**config.mk**
```make
export PLATFORM = sky130hd
export DESIGN_NAME = pc_update
export DESIGN_NICKNAME = d
export VERILOG_FILES = /design/src/rtl/pc_update.sv
export SDC_FILE = /design/constraint.sdc
export NUM_CORES = 1
export LEC_CHECK = 0
export CAP_MARGIN = 10
export CORE_MARGIN = 2
export CORE_UTILIZATION = 40
export DETAILED_ROUTE_END_ITERATION = 7
export GPL_ROUTABILITY_DRIVEN = 0
export GPL_TIMING_DRIVEN = 1
export PLACE_DENSITY = 0.81
export RECOVER_POWER = 50
export SYNTH_ARGS = -nofsm -noshare
export SYNTH_HDL_FRONTEND = slang
export SYNTH_SLANG_ARGS = --single-unit
```
**constraint.sdc**
```tcl
create_clock -name clk -period 11.5 [get_ports clk]
set_clock_uncertainty 0.1 [all_clocks]
set_input_delay 2.3 -clock clk [delete_from_list [all_inputs] [get_ports clk]]
set_output_delay 2.3 -clock clk [all_outputs]
set_load 0.01 [all_outputs]
```
**src/rtl/pc_update.sv**
```systemverilog
// rtl/pc_update.sv - next-PC stage: dnpc adder, PC register, IFU fetch handshake
// Optional redirect trace ring buffer enabled by defining PC_TRACE_EN.
module pc_update #(
  parameter int              XLEN        = 32,
  parameter logic [XLEN-1:0] RESET_PC    = 32'h8000_0000,
  parameter int              TRACE_DEPTH = 8,
  localparam int             IDXW        = $clog2(TRACE_DEPTH)
) (
  input  logic            clk,
  input  logic            rst,
  input  logic            pc_asrc,
  input  logic            pc_bsrc,
  input  logic [XLEN-1:0] imm,
  input  logic [XLEN-1:0] rs1_data,
  input  logic            jalr,
  input  logic            exec_valid,
  input  logic            ifu_ready,
  output logic            ifu_valid,
  output logic [XLEN-1:0] pc,
  output logic [XLEN-1:0] snpc,
  output logic [XLEN-1:0] dnpc,
  output logic            misalign,
  input  logic [IDXW-1:0] trace_idx,
  output logic [XLEN-1:0] trace_src,
  output logic [XLEN-1:0] trace_dst,
  output logic [7:0]      trace_cnt
);

  localparam logic [1:0] BOOT = 2'd0;
  localparam logic [1:0] REQ  = 2'd1;
  localparam logic [1:0] BUSY = 2'd2;
  localparam logic [1:0] TRAP = 2'd3;

  logic [1:0]      state;
  logic [XLEN-1:0] sum;
  logic            commit;
  logic            redirect;

  assign sum       = (pc_asrc ? imm : XLEN'(4)) + (pc_bsrc ? rs1_data : pc);
  assign dnpc      = jalr ? {sum[XLEN-1:1], 1'b0} : sum;
  assign snpc      = pc + XLEN'(4);
  assign ifu_valid = (state == REQ);
  assign commit    = (state == BUSY) && exec_valid && (dnpc[1:0] == 2'b00);
  assign redirect  = commit && (dnpc != snpc);

  always_ff @(posedge clk) begin
    if (rst) begin
      state    <= BOOT;
      pc       <= RESET_PC;
      misalign <= 1'b0;
    end else begin
      case (state)
        BOOT: state <= REQ;
        REQ:  if (ifu_ready) state <= BUSY;
        BUSY: begin
          if (exec_valid) begin
            if (dnpc[1:0] == 2'b00) begin
              pc    <= dnpc;
              state <= REQ;
            end else begin
              misalign <= 1'b1;
              state    <= TRAP;
            end
          end
        end
        default: state <= TRAP;
      endcase
    end
  end

`ifdef PC_TRACE_EN
  logic [XLEN-1:0]        src_mem [TRACE_DEPTH];
  logic [XLEN-1:0]        dst_mem [TRACE_DEPTH];
  logic [TRACE_DEPTH-1:0] entry_valid;
  logic [IDXW-1:0]        wptr;
  logic [IDXW-1:0]        rptr;

  // Index 0 is the newest entry, i.e. the slot just behind the write pointer.
  assign rptr      = wptr - IDXW'(1) - trace_idx;
  assign trace_src = entry_valid[rptr] ? src_mem[rptr] : '0;
  assign trace_dst = entry_valid[rptr] ? dst_mem[rptr] : '0;

  always_ff @(posedge clk) begin
    if (rst) begin
      entry_valid <= '0;
      wptr        <= '0;
      trace_cnt   <= 8'd0;
    end else if (redirect) begin
      src_mem[wptr]     <= pc;
      dst_mem[wptr]     <= dnpc;
      entry_valid[wptr] <= 1'b1;
      wptr              <= wptr + IDXW'(1);
      if (trace_cnt != 8'hFF) trace_cnt <= trace_cnt + 8'd1;
    end
  end
`else
  logic unused_trace;
  assign unused_trace = ^trace_idx ^ redirect;
  assign trace_src    = '0;
  assign trace_dst    = '0;
  assign trace_cnt    = 8'd0;
`endif

endmodule

```
# Word level (Yosys, flattened, before mapping)
# Index checks and enable logic that the tools add are counted.
# totals
wordCells	22
reg_bits	35
in_bits	74
output_inout_bits	170
# classes
add_sub_neg	2
bitwise	1
eq_ne	4
n_reduce_logical	5
n_mux	7
# ops
cell	count
32-bit two-way mux	2
32-bit by 3-bit adder with 32-bit output, second input constant	1
32-bit adder	1
2-bit two-way mux	3
2-bit one-hot mux with 3 select lines	1
3-bit AND reduction	2
2-bit zero test	2
2-bit inequality test, second input constant	2
2-bit by 1-bit == test with 1-bit output, second input constant	1
2-bit == test, second input constant	1
2-bit AND reduction	1
1-bit two-way mux	1
1-bit NOT	1

# Logic depth before layout (Yosys ltp)
# Gate-level depths: netlist of the first run.
# logic_depth
depth_word	7
mapped_depth	13
depth_no_buf	11

# Worst setup path before layout of the first run
# OpenSTA, ideal clock, no wires.
# synth_timing
kind	input-to-output
from	in pc_bsrc
to	out dnpc[29]
t_arrival_ns	5.331
required_time_ns	9.100
n_path_buf	2
path_slack_ns	3.769
cell_stages	12
path_cell_list	clkbuf_1 > clkbuf_1 > mux2_2 > ha_1 > a211oi_1 > o21ai_0 > a31o_2 > o31a_1 > a211oi_1 > nand2b_4 > o21ai_0 > xor2_1
# synth_between
elab_chain_len	2
# synth_lines
item	line_no	text
start: declaration	12	input logic pc_bsrc,
32-bit two-way mux	39	assign sum = (pc_asrc ? imm : XLEN'(4)) + (pc_bsrc ? rs1_data : pc);
32-bit adder	39	
end: declaration	21	output logic [XLEN-1:0] dnpc,
# No other way between the ends.

# Worst setup path in the final report of the first run
# layout_timing
from	in pc_bsrc
to	out dnpc[26]
# Same word-level chain as after synthesis.

==> results.yml, run 1 <==
cts:
  ctsResizeCount: 0
  cts_made_buffers: 5
  cts-htree-levels: 2
  holdBufCountCts: 0
  cts_setup_buffers: 0
  root_buffer: "clkbuf_16"
  clock_latency_ns: 0.27
  cts.clk_slew.worst_paths_ns: 0.05
  cts.sinks: 35
  clockBufferDepth: 2
  cts_tree: "done"
critical_path:
  crit_chain: "dlygate4sd3_1, clkbuf_1, mux2_2, ha_1, nand3_1, o21ai_0, a21oi_4, o41ai_1, a21oi_1, xnor2_1, clkdlybuf4s50_1"
  worst-path-max-fanout: 19
  crit_required_ns: 9.10
  path_buf_inv: 3
  slowest_delay_ns: 1.07
  critPathSlowestCell: "dlygate4sd3_1"
  cp.arrival_ns: 7.61
  crit_path_start_kind: "primary input"
  path_class: "primary input to output pin"
  rr_startpoint: "pc[0]"
  crit_family: "buffers and inverters"
  crit_path_start: "pc_bsrc"
  crit_path_end_kind: "output pin"
sta:
  hold_viol: 0
  max_slew_margin: -0.287
  fin_tns_setup_ns: 0
  fin_crit_ns: 10.01
  fin_crit_sh: 0.870
  drv_slew: 108
  fmax_mhz: 99.9
  rsz0062_at_grt: "false"
  setup_viol: 0
  max_slew.worst_pin.slew_ns: 1.93
final_layout:
  utilization: 0.550
  area.sequential_um2: 701
  synthToLayoutAreaGrowth_pct: 34.4
  multiInputGateArea_mm2: 0.00353
  antenna_cells: 0
  fillers: 1081
  fin_nets: 875
  drive_gt1_frac: 0.0535
flow_run:
  drv_cap: 3
run_status:
  outcome: "finished with violations"
  violations: "max-capacitance violations, max-slew violations"
die:
  io_pins: 244
  die_h_um: 112
  coreArea_mm2: 0.0114
  start_util: 0.410
  die_width_um: 112
  rows: 39
  die-area_mm2: 0.0125
logic_synthesis:
  synthCells: 622
  synth_warnings: 0
  synthFlopType: "dfxtp_1"
  avgSynthCellArea_um2: 7.49
  synth_area_mm2: 0.00466
  synth_edf_count: 0
  ys_async_sr_fraction: 0
  ys_seq_area_frac: 0.150
  synth_cell_types: 58
  yosys_register_bits: 35
routing:
  ant_nets: 0
  avgRoutedWirePerCell_um: 15.7
  vias_per_cell: 5.28
  remaining_drc_errors: 0
  wl_um: 14300
  drtPass1Iterations: 5
  vias: 4801
  drt_iter0_markers: 352
worst_hold_path:
  holdCritStartpoint: "pc[20]"
  hold_path_class: "flip-flop to flip-flop"
global_route:
  antenna_found_initial: 0
  grt_overflow: 0
  grt_pass1_wl_um: 22300
  grt_pass1_vias: 4484
  grt_max_degree: 40
  grt_use_total: 0.217
pwr:
  vdd_drop_max_v: 0.0000607
  p_per_area_mw_per_mm2: 73.7
  p_leak_nw: 2.80
place:
  io_buffers: 168
  hpwl_um: 11200
synth_stat cells (2+ instances only):
library cell  number  area [µm²]
a31oi_1            6        37.5
nand2_1           69         259
nand4_1           12        75.1
nor2b_1            7        43.8
nor3_1             7        35.0
xor2_1            21         184
a221o_1            2        20.0
xnor2_1           36         315
buf_1              3        11.3
nand3b_1           5        37.5
buf_4             74         556
clkbuf_1          25        93.8
dfxtp_1           35         701
ha_1              32         400
a21o_1            18         135
nand3_1           20         100
a21oi_1           43         215
a211oi_1           9        67.6
or4_1              5        37.5
a31o_2             2        17.5
o211ai_1           2        15.0
nand2b_1           3        18.8
o21ai_0           26         130
o21a_1             4        30.0
nor4_1             3        18.8
mux2_2            29         327
nor2_1            34         128
inv_1              7        26.3
o21bai_1           6        45.0
a22o_1             2        17.5
and2_1            36         225
nand4b_1           2        17.5
nor3b_1            2        15.0
and3_1             7        43.8
and4_1             4        35.0
o41ai_1            2        17.5
path summary, 6_finish.rpt:
kind / end / slack (ns) / cells past startpoint
worst max-delay path: dnpc[26] / 1.49 / 11
worst min-delay path: pc[20] / 0.37 / 2
worst max register to register: pc[21] / 7.90 / 7
worst min register to register: pc[20] / 0.37 / 2
worst register-to-register path, stage by stage (launching register included):
cell      delay (ns)
dfxtp_1         0.33
mux2_2          0.26
ha_1            0.23
fa_1            0.51
nor4_2          0.25
clkbuf_1        1.22
nor2_1          0.30
a22o_1          0.30
layout by cell type (no fill, tap or decap), types with 9 or more instances in the layout:
cell type and count:
conb_1 72, and2_1 36, xor2_1 21, nand2_1 69, dlygate4sd3_1 61, a21oi_1 43
nand3_1 20, o21ai_0 26, nand4_1 12, mux2_2 28, nor2_1 34, dfxtp_1 35
clkdlybuf4s50_1 107, ha_1 32, a21o_1 18, a211oi_1 9, xnor2_1 36
metal layers:
layer | track usage | part of all wire | vias to the layer above
met5 | 0 | 0 | -
met4 | 0.0584 | 0.018 | 0
met3 | 0.0386 | 0.065 | 22
met2 | 0.388 | 0.49 | 201
met1 | 0.268 | 0.43 | 2241
li1 | - | - | 2337
cells by family after synthesis:
logic type / after synthesis / share of synthesized area
AOI/OAI and AO/OA: 135 / 0.187
xor gates and xnor gates: 57 / 0.107
adders and majority gates: 33 / 0.0903
buffers and inverters: 111 / 0.151
DFF: 35 / 0.150
muxes: 30 / 0.0723
other: 1 / 0.000805
and+or+nand+nor: 220 / 0.241
state kept, by name (all words and copies together), names as in the netlist:
name / flops
state: 2
pc: 32
misalign: 1
final cells by class:
cell class,instances,area share
repair buffers,172,0.271
multi-input cells,547,0.563
well taps,143,0.0286
inverters,7,0.00420
flip-flops and latches,35,0.112
clock buffers,6,0.0206
power breakdown:
group | switching, mW | internal (mW)
clock network | 0.0493 | 0.0779
registers | 0.00475 | 0.124
logic | 0.104 | 0.101
through the flow:
step / cells / hold slack, ns / cell area (µm²) / total power [mW] / setup WS (ns)
2_1_floorplan: 693 / 0.363 / 4920 / 0.263 / 3.77
3_3_place_gp: 904 / 0.354 / 6140 / 0.336 / 2.11
3_5_place_dp: 904 / 0.368 / 6140 / 0.337 / 2.09
4_1_cts: 910 / 0.376 / 6270 / 0.465 / 2.06
5_1_grt: 910 / 0.427 / 6260 / 0.487 / 1.10
6_report: 910 / 0.373 / 6260 / 0.461 / 1.49
Power figures use the tool's default switching activity.
==> inputs of run 2 (changes only) <==
--- a/config.mk
+++ b/config.mk
@@ -7,11 +7,11 @@
 export LEC_CHECK = 0
 export CAP_MARGIN = 10
 export CORE_MARGIN = 2
-export CORE_UTILIZATION = 40
+export CORE_UTILIZATION = 44
 export DETAILED_ROUTE_END_ITERATION = 7
 export GPL_ROUTABILITY_DRIVEN = 0
 export GPL_TIMING_DRIVEN = 1
-export PLACE_DENSITY = 0.81
+export PLACE_DENSITY = 0.88
 export RECOVER_POWER = 50
 export SYNTH_ARGS = -nofsm -noshare
 export SYNTH_HDL_FRONTEND = slang
==> constraint.sdc (replaced) <==
create_clock -name clk -period 11.8 [get_ports clk]
set_clock_uncertainty 0.1 [all_clocks]
set_input_delay 2.36 -clock clk [delete_from_list [all_inputs] [get_ports clk]]
set_output_delay 2.36 -clock clk [all_outputs]
set_load 0.01 [all_outputs]
==> run 2 against run 1 <==
  * Hold slack better by 0.0084 ns
  * Non-clock buffer count unchanged
  * Combinational power decreased by 2%
  * Via count increased by 1.7%
  * Die area decreased by 8.8%
  * Critical path type unchanged
  * The flow still finishes with violations (max-capacitance violations, max-slew violations)
  * Largest power group unchanged
  * Largest cell class unchanged
  * Routed wire length down 0.40%
==> results.yml, run 2 (synthesis gave the netlist of run 1 again) <==
critical_path:
  slowest_delay_ns: 1.15
  worst-path-max-fanout: 19
  crit_required_ns: 9.34
  crit_chain: "dlygate4sd3_1, clkbuf_1, mux2_2, ha_1, fa_1, a21oi_1, o21ai_0, a21oi_4, o41ai_1, a21oi_1, xnor2_1, clkdlybuf4s50_1"
  cp.arrival_ns: 7.68
  reg2reg_depth: 9
  crit_path_start_kind: "primary input"
  path_class: "primary input to output pin"
  crit_path_end_kind: "output pin"
  critPathSlowestCell: "dlygate4sd3_1"
  cpMostUsedCell: "a21oi_1"
routing:
  remaining_drc_errors: 0
  vias_per_cell: 5.40
  drtPass1Iterations: 5
  ant_nets: 0
  avgRoutedWirePerCell_um: 15.7
  drt_iter0_markers: 340
  wl_um: 14200
  vias: 4885
sta:
  fin_crit_sh: 0.859
  hold_viol: 0
  setup_viol: 0
  fmax_mhz: 98.6
  fin_tns_setup_ns: 0
  rsz0062_at_grt: "false"
  timing.final.ws_setup_ns: 1.66
  fin_crit_ns: 10.14
  drv_slew: 40
  max_slew_margin: -0.176
  max_slew.worst_pin.slew_ns: 1.76
final_layout:
  stdcell_count: 905
  drive_gt1_frac: 0.0611
  fin_nets: 875
  synthToLayoutAreaGrowth_pct: 34.1
  final_cell_mix: "clkdlybuf4s50_1 (104), conb_1 (72), nand2_1 (69), dlygate4sd3_1 (64), a21oi_1 (43)"
  top_register: "pc"
  largest_reg_flops: 32
  final_common_cell: "clkdlybuf4s50_1"
  reg.largest.list: "pc (32), state (2), misalign (1)"
  fillers: 926
  antenna_cells: 0
place:
  io_buffers: 168
  place_ws_ns: 2.25
  hpwl_um: 11300
  dp_cells: 897
cts:
  cts.clk_slew.worst_paths_ns: 0.08
  holdBufCountCts: 0
  root_buffer: "clkbuf_8"
  cts.sinks: 35
  cts-htree-levels: 2
  cts_tree: "done"
  ctsResizeCount: 0
  cts_setup_buffers: 0
  cts_made_buffers: 5
  clock_latency_ns: 0.29
  clockBufferDepth: 2
pwr:
  p_leak_nw: 2.82
  vdd_drop_max_v: 0.0000387
  p_per_area_mw_per_mm2: 70.8
worst_hold_path:
  hold_path_class: "flip-flop to flip-flop"
  hold-path-cell-count: 2
global_route:
  grt_pass1_wl_um: 21900
  antenna_found_initial: 0
  grt_max_degree: 40
  grt_pass1_vias: 4470
  grt_overflow: 0
  grt_use_total: 0.237
die:
  io_pins: 244
  rows: 37
  die-area_mm2: 0.0114
  die_width_um: 107
  die_h_um: 107
  start_util: 0.451
  coreArea_mm2: 0.0103
flow_run:
  drv_cap: 1
run_status:
  violations: "max-capacitance violations, max-slew violations"
  outcome: "finished with violations"
run 2: metrics by stage:
step	instance area, µm²	hold WS, ns	power, mW	utilization
2_1_floorplan	4920	0.363	0.256	-
3_3_place_gp	6130	0.359	0.326	0.594
3_5_place_dp	6130	0.380	0.329	0.594
4_1_cts	6250	0.394	0.444	0.606
5_1_grt	6240	0.432	0.466	0.605
6_report	6240	0.381	0.442	0.605
run 2: routing by layer:
layer,GRT usage,vias up,share of wire
met4,0.0696,0,0.012
li1,-,2331,-
met3,0.0383,14,0.073
met5,0,-,0
met1,0.297,2299,0.42
met2,0.418,241,0.50
run 2: worst paths after layout:
| kind | startpoint | to | slack [ns] |
|---|---|---|---|
| max | pc_bsrc | dnpc[26] | 1.66 |
| min | pc[20] | pc[20] | 0.38 |
| max reg2reg | pc[4] | pc[26] | 8.41 |
| min reg2reg | pc[20] | pc[20] | 0.38 |
run 2: layout make-up:
cell class / count / area, µm² / area share
sequential: 35 / 701 / 0.112
clock inverter: 2 / 35.0 / 0.00561
timing repair buffer: 172 / 1700 / 0.273
tap: 136 / 170 / 0.0272
inverter: 7 / 26.3 / 0.00421
multi-input combinational: 547 / 3530 / 0.565
clock buffer: 6 / 82.6 / 0.0132
run 2: report_power, final:
part	total [mW]	internal [mW]	switching (mW)	leakage (nW)
Sequential	0.125	0.121	0.00458	0.283
Clock	0.116	0.0685	0.0477	0.0612
Combinational	0.200	0.0985	0.102	2.47
run 2: worst max-delay path: cells and delay by family:
family	cells	cell delay [ns]
AO/OA/AOI/OAI	5	1.66
buffers and inverters	3	2.54
adder cells (fa/ha/maj)	2	0.42
XOR/XNOR	1	0.36
multiplexers	1	0.31
==> inputs of run 3 (changes only) <==
==> constraint.sdc (replaced) <==
create_clock -name clk -period 11.88 [get_ports clk]
set_clock_uncertainty 0.1 [all_clocks]
set_input_delay 2.376 -clock clk [delete_from_list [all_inputs] [get_ports clk]]
set_output_delay 2.376 -clock clk [all_outputs]
set_load 0.01 [all_outputs]
==> run 3 against run 2 <==
  * The flow still finishes with violations (max-capacitance violations, max-slew violations)
  * Combinational power about the same
  * Sequential power about the same
  * Non-clock buffer count unchanged
  * Hold slack got worse by 0.010 ns
  * Sequential cell count unchanged
  * Critical path type unchanged
==> results.yml, run 3 (synthesis gave the netlist of run 1 again) <==
run_status:
  outcome: "finished with violations"
  violations: "max-capacitance violations, max-slew violations"
pwr:
  p_sw_frac: 0.369
  p_leak_nw: 2.81
  power.internal_uw: 258
  pwr-share-seq: 0.305
  power.share.combinational: 0.488
  vdd_drop_max_v: 0.0000415
  net-switching-power_uw: 151
  p_per_area_mw_per_mm2: 65.8
  power_frac_clock: 0.207
sta:
  hold_viol: 0
  fmax_mhz: 98.7
  whs_ns: 0.371
  fin_tns_setup_ns: 0
  setup_viol: 0
  rsz0062_at_grt: "false"
  drv_slew: 40
  fin_crit_ns: 10.13
  max_slew.worst_pin.slew_ns: 1.78
  max_slew_margin: -0.188
  fin_crit_sh: 0.853
worst_hold_path:
  holdPathEnd: "pc[20]"
  holdCritStartpoint: "pc[20]"
  hold-path-cell-count: 2
  hold_path_class: "flip-flop to flip-flop"
final_layout:
  top_register: "pc"
  antenna_cells: 0
  synthToLayoutAreaGrowth_pct: 33.4
  drive_gt1_frac: 0.0611
  final_cell_mix: "clkdlybuf4s50_1 (104), conb_1 (72), nand2_1 (69), dlygate4sd3_1 (64), a21oi_1 (43)"
  largest_reg_flops: 32
  final_common_cell: "clkdlybuf4s50_1"
  fin_nets: 875
  fillers: 939
  reg.largest.list: "pc (32), state (2), misalign (1)"
cts:
  clock_latency_ns: 0.29
  clockBufferDepth: 2
  cts_made_buffers: 5
  ctsResizeCount: 0
  cts-htree-levels: 2
  root_buffer: "clkbuf_8"
  cts.clk_slew.worst_paths_ns: 0.07
  holdBufCountCts: 0
  cts_setup_buffers: 0
  cts_tree: "done"
  cts.sinks: 35
routing:
  vias: 4818
  drt_iter0_markers: 295
  remaining_drc_errors: 0
  drtPass1Iterations: 5
  avgRoutedWirePerCell_um: 15.5
  wl_um: 14100
  vias_per_cell: 5.32
  ant_nets: 0
die:
  die_width_um: 107
  coreArea_mm2: 0.0103
  rows: 37
  io_pins: 244
  start_util: 0.451
  die_h_um: 107
  die-area_mm2: 0.0114
critical_path:
  reg2reg_depth: 10
  worst-path-max-fanout: 19
  path_class: "primary input to output pin"
  cp.arrival_ns: 7.66
  rr_startpoint: "pc[8]"
  crit_path_end_kind: "output pin"
  reg2reg_slack_ns: 8.50
  r2r_end: "pc[27]"
  crit_path_start_kind: "primary input"
  crit_required_ns: 9.40
global_route:
  grt_overflow: 0
  antenna_found_initial: 0
  grt_use_total: 0.238
  grt_pass1_vias: 4514
  grt_max_degree: 40
  grt_pass1_wl_um: 22200
place:
  hpwl_um: 11200
  io_buffers: 168
flow_run:
  drv_cap: 1
-- run 3: power groups by stage --
stage                     clock network (mW)  registers (mW)  logic [mW]
final                                 0.0847           0.125       0.199
after global routing                  0.0917           0.125       0.216
after CTS                             0.0870           0.125       0.200
after detailed placement                   0           0.127       0.199
after global placement                     0           0.127       0.197
after floorplan                            0           0.127       0.128
-- run 3: area by class of cell --
cell class	count	area (µm²)	share of cell area
inverters	7	26.3	0.00423
multi-input cells	547	3530	0.568
clock inverters	3	15.0	0.00242
well taps	136	170	0.0274
repair buffers	172	1700	0.274
clock buffers	5	68.8	0.0111
flip-flops and latches	35	701	0.113
-- run 3: worst max-delay path: stages --
cell and delay, ns:
dlygate4sd3_1 1.12, clkbuf_1 0.77, mux2_2 0.30, ha_1 0.20, fa_1 0.22, a21oi_1 0.11
o21ai_0 0.56, a21oi_4 0.19, o41ai_1 0.66, a21oi_1 0.18, xnor2_1 0.31, clkdlybuf4s50_1 0.63
-- run 3: routing by layer --
metal  vias to the layer above  wire, µm  GRT usage
met3                        20      1100     0.0450
met1                      2232      5770      0.293
met5                         -         0          0
met2                       238      6910      0.422
met4                         0       277     0.0714
li1                       2328         -          -
-- run 3: stage by stage --
step                 util  total power [mW]  std cells  area [µm²]  worst slack (ns)
finish              0.602             0.409        905        6210              1.75
global route        0.602             0.433        905        6210              1.45
CTS                 0.602             0.412        905        6220              2.31
detailed placement  0.594             0.327        897        6130              2.33
global placement    0.594             0.324        897        6130              2.32
floorplan               -             0.255        693        4920              4.00
-- run 3: worst max-delay path by stage --
stage                 start       end
global placement    pc_bsrc  dnpc[12]
detailed placement  pc_bsrc  dnpc[12]
finish              pc_bsrc  dnpc[26]
floorplan           pc_bsrc  dnpc[29]
global route        pc_bsrc  dnpc[26]
CTS                 pc_bsrc  dnpc[12]
